$ cat config.mk
export PLATFORM = sky130hd
export DESIGN_NAME = seq_code_decode
export DESIGN_NICKNAME = d
export VERILOG_FILES = /design/src/rtl/seq_code_pkg.sv /design/src/rtl/seq_code_decode.sv
export SDC_FILE = /design/constraint.sdc
export NUM_CORES = 1
export LEC_CHECK = 0
export ABC_AREA = 1
export BUFFER_PORTS_ARGS = -buffer_cell sky130_fd_sc_hd__buf_2
export CAP_MARGIN = 20
export CORE_AREA = 3 3 40 42
export DETAILED_ROUTE_END_ITERATION = 10
export DIE_AREA = 0 0 43 45
export PLACE_DENSITY_LB_ADDON = 0.12
export SYNTH_ARGS = -nofsm -noshare
export SYNTH_HDL_FRONTEND = slang
export SYNTH_SLANG_ARGS = --single-unit
$ cat constraint.sdc
create_clock -name vclk -period 0.8
set_input_delay 0.08 -clock vclk [all_inputs]
set_output_delay 0.08 -clock vclk [all_outputs]
set_load 0.05 [all_outputs]
$ cat src/rtl/seq_code_pkg.sv
// rtl/seq_code_pkg.sv - shared constants, state type and helpers for the sequence code checker
//
// Purpose: the 14-entry scrambled code sequence (S0..S13), the illegal
// code set, the sequence length, the checker state enum and the
// successor function on linear indices.
package seq_code_pkg;

  localparam int SEQ_LEN = 14;

  localparam logic [3:0] S0  = 4'd8;
  localparam logic [3:0] S1  = 4'd7;
  localparam logic [3:0] S2  = 4'd11;
  localparam logic [3:0] S3  = 4'd4;
  localparam logic [3:0] S4  = 4'd9;
  localparam logic [3:0] S5  = 4'd2;
  localparam logic [3:0] S6  = 4'd5;
  localparam logic [3:0] S7  = 4'd12;
  localparam logic [3:0] S8  = 4'd6;
  localparam logic [3:0] S9  = 4'd3;
  localparam logic [3:0] S10 = 4'd15;
  localparam logic [3:0] S11 = 4'd1;
  localparam logic [3:0] S12 = 4'd14;
  localparam logic [3:0] S13 = 4'd13;

  // Codes the upstream counter never produces.
  localparam logic [3:0] ILL_CODE_A = 4'd0;
  localparam logic [3:0] ILL_CODE_B = 4'd10;

  typedef enum logic [1:0] {
    HUNT = 2'd0,
    SYNC = 2'd1,
    LOCK = 2'd2
  } state_e;

  // Next index in the cyclic sequence.
  function automatic logic [3:0] succ(input logic [3:0] i);
    return (i == 4'(SEQ_LEN - 1)) ? 4'd0 : i + 4'd1;
  endfunction

endpackage

$ cat src/rtl/seq_code_decode.sv
// rtl/seq_code_decode.sv - combinational code to linear index decoder
//
// Purpose: maps a 4-bit code to its position 0..13 in the sequence.
// Ports: code_in (in, 4) code to decode; legal (out, 1) code is in the
// sequence; idx (out, 4) linear index, 0 when illegal.
module seq_code_decode
  import seq_code_pkg::*;
(
  input  logic [3:0] code_in,
  output logic       legal,
  output logic [3:0] idx
);

  always_comb begin
    legal = 1'b1;
    idx   = 4'd0;
    case (code_in)
      S0:         idx = 4'd0;
      S1:         idx = 4'd1;
      S2:         idx = 4'd2;
      S3:         idx = 4'd3;
      S4:         idx = 4'd4;
      S5:         idx = 4'd5;
      S6:         idx = 4'd6;
      S7:         idx = 4'd7;
      S8:         idx = 4'd8;
      S9:         idx = 4'd9;
      S10:        idx = 4'd10;
      S11:        idx = 4'd11;
      S12:        idx = 4'd12;
      S13:        idx = 4'd13;
      ILL_CODE_A: legal = 1'b0;
      ILL_CODE_B: legal = 1'b0;
      default:    legal = 1'b0;
    endcase
  end

endmodule

Word level (Yosys, flattened, before mapping)
Cells that the tools add are included.

Divide/modulo/power cells: 0. Bitwise gates (word level): 0. Reductions and logical operators: 2. $add $sub $neg: 0. $lt $le $gt $ge: 0. Multipliers: 0. Mux-type cells: 2. Eq/ne operators: 14. Shift operators: 0.

Operators with widths (count): $pmux W4 S13 (1); $eq A4 B4 Y1 const B (7); $eq A4 B3 Y1 const B (4); $eq A4 B2 Y1 const B (2); $eq A4 B1 Y1 const B (1); $logic_not A4 Y1 (1); $reduce_or A2 Y1 (1); $mux W1 (1).

ROM bits: 0. Output and inout bits: 5. Register bits: 0. Latch bits: 0. Memories: 0. Input port bits: 4. Memory bits (writable): 0. Logic and storage cells: 18.

Longest topological paths before layout
Depth after elaboration: 3. Mapped depth: 5. Mapped depth without buffers: 5.

Least setup slack after synthesis
No wires, ideal clock.

Path kind: in2out. From: input code_in[3]. To: output legal. Arrival time: 0.695 ns. Path buffers: 0. Path slack: 0.025 ns. Cell stages on the path: 3. Data required time: 0.720 ns. Path through: inv_1 > nand2_1 > nand4_1.

Word-level cells in the longest chain between the ends: 3. Elaborated cells on any way between the ends: 4. Classes of those cells: 1 x eq/ne; 1 x mux; 2 x reduce/logical.

Ends and longest elaborated chain: start, declared (line seq_code_decode.sv:9) `input logic [3:0] code_in,`; $eq A4 B4 Y1 / $logic_not A4 Y1 (equally long branches) (line seq_code_decode.sv:17) `case (code_in)`; $reduce_or A2 Y1 (no line) (*); $mux W1 (*) (line seq_code_decode.sv:17); end, declared (line seq_code_decode.sv:10) `output logic legal,`.

Mark *: on every way between the ends. The rest lies on a longest branch, timed or not.

Worst setup path after layout
From: input code_in[0]. To: output idx[0].

Word-level cells in the longest chain between the ends: 2. Elaborated cells on any way between the ends: 14. Classes of those cells: 13 x eq/ne; 1 x mux.

Ends and longest elaborated chain: $eq A4 B4 Y1, or another cell as far along (line seq_code_decode.sv:17); $pmux W4 S13 (*) (line seq_code_decode.sv:17); end, declared (line seq_code_decode.sv:11) `output logic [3:0] idx`.

Marks and branches as above.

==> results.cfg <==
[final_layout]
nets = 47
syn2layout_area_growth_pct = 155
clkbuf_count = 0
post-route-util = 0.239
stdcell_area_um2 = 307
layout_common_cells = nand2_1 (8), buf_4 (8), nand3_1 (7)
seq_area_um2 = 0
drive_gt1_frac = 0.585
flops_and_latches = 0
diodes = 0

[logic_synthesis]
synth-seq-area-share = 0
syn_inst = 27
synth.cell_area_um2 = 120
avgSynthCellArea_um2 = 4.45
yosysWarnings = 0
yosys.cell_types.count = 6
syn-num-nets = 31

[critical_path]
worst_setup_path_end_kind = output port
startpoint = code_in[0]
slowest_delay_ps = 160
cp_data_required_time_ps = 720
cp_slowest_cell = buf_6
crit_family = buffers and inverters
crit_arrival_ps = 680
start_kind = input port
critPathKind = in2out
crit_buf_inv = 3
crit_end = idx[0]
cp_cell_sequence = buf_4 -> buf_6 -> nand2_1 -> nand3_1 -> nand3_1 -> buf_6
cp_max_fo = 3
crit_cells = 6

[routing]
routed_via_density = 3.93
vias = 220
drtIter0Drc = 1
ant_nets = 0
drc = 0
wl_per_cell_um = 8.25
dr.pass1.iters = 2
wl_um = 462

[timing]
tightest_slew_ps = 148
slew_headroom = 0.902
timing.fmax_mhz = 1320
hold_viol_final = 0
fin_crit_sh = 0.950
finalSetupViolations = 0
drv_slew = 0
period_needed_ps = 760

[power_and_ir_drop]
power_density_nw_per_um2 = 823
ir_drop_mv = 0.181
p_leak_nw = 0.173

[hold_path]
hp-class = in2out

[placement]
place_area_um2 = 221
dp_hpwl_um = 354
port_buffers = 9
place.gp.congestion = 0.703

[floorplanning]
die_height_um = 45
die_area_um2 = 1940
floorplan.initialDensity = 0.0935
core_um2 = 1280
die_w_um = 43
ioPinCount = 9
num_rows = 13

[global_route]
grt_pass1_vias = 178
grt.overflow.total = 0
grt_usage = 0.0415
grt_pass1_wl_um = 669
grt_max_degree = 7
antenna_found_initial = 0

[clocking]
post_cts_buffers = 0
ctsHoldBuffers = 0

[outcome]
outcome = finished, final reports clean

[flow_run]
maxCapViolCount = 0
## through the flow
| step | worst slack [ps] | std cells | TNS (ps) | total power [mW] | hold slack (ps) |
|---|---|---|---|---|---|
| finish | 39.7 | 56 | 0 | 0.252 | 584 |
| global route | -6.47 | 56 | -6.47 | 0.269 | 619 |
| global placement | -84.7 | 56 | -315 | 0.195 | 637 |
| detailed placement | -67.5 | 56 | -243 | 0.192 | 635 |
| CTS | 2.56 | 56 | 0 | 0.211 | 618 |
| floorplan | 25.2 | 27 | 0 | 0.126 | 479 |
## worst min-delay path: cells and delay by family
kind	cells	cell delay [ps]
buf+inv	3	310
simple gates	2	120
## cell families after synthesis
kind of cell	count (synthesis)	synth area share
and+or+nand+nor	22	0.844
buffers and inverters	5	0.156
## how the worst min path moves through the flow
stage	startpoint	endpoint	slack (ps)	cells past startpoint
5_1_grt	code_in[0]	idx[3]	620	5
3_5_place_dp	code_in[2]	idx[3]	640	4
2_1_floorplan	code_in[0]	idx[3]	480	2
3_3_place_gp	code_in[2]	idx[3]	640	4
4_1_cts	code_in[2]	idx[3]	620	4
6_report	code_in[0]	idx[3]	580	5
## cell usage after synthesis
cell type | instances | share of area
nand2_1 | 10 | 0.31
nand3_1 | 9 | 0.37
inv_1 | 3 | 0.094
inv_2 | 2 | 0.063
nand2_2 | 2 | 0.10
nand4_1 | 1 | 0.052
## layer usage
layer | GRT usage | routed length [um]
met1 | 0.0452 | 171
met2 | 0.0778 | 235
met3 | 0.0199 | 55
met4 | 0 | 0
met5 | 0 | 0
## report_power, final
group	switching (mW)	internal (mW)
registers	0	0
clock network	0	0
logic	0.155	0.0976
total	0.155	0.0976
## area by class of cell
class / instances / area [um^2]
Fill cell: 156 / 978
Multi-Input combinational cell: 22 / 131
Timing Repair Buffer: 14 / 128
Inverter: 5 / 28.8
Tap cell: 15 / 18.8
## timing repair
action	in CTS	in global routing
resized for setup	7	23
pin swaps	0	3
endpoints found under the setup margin	5	4
(Power assumes the default switching activity.)
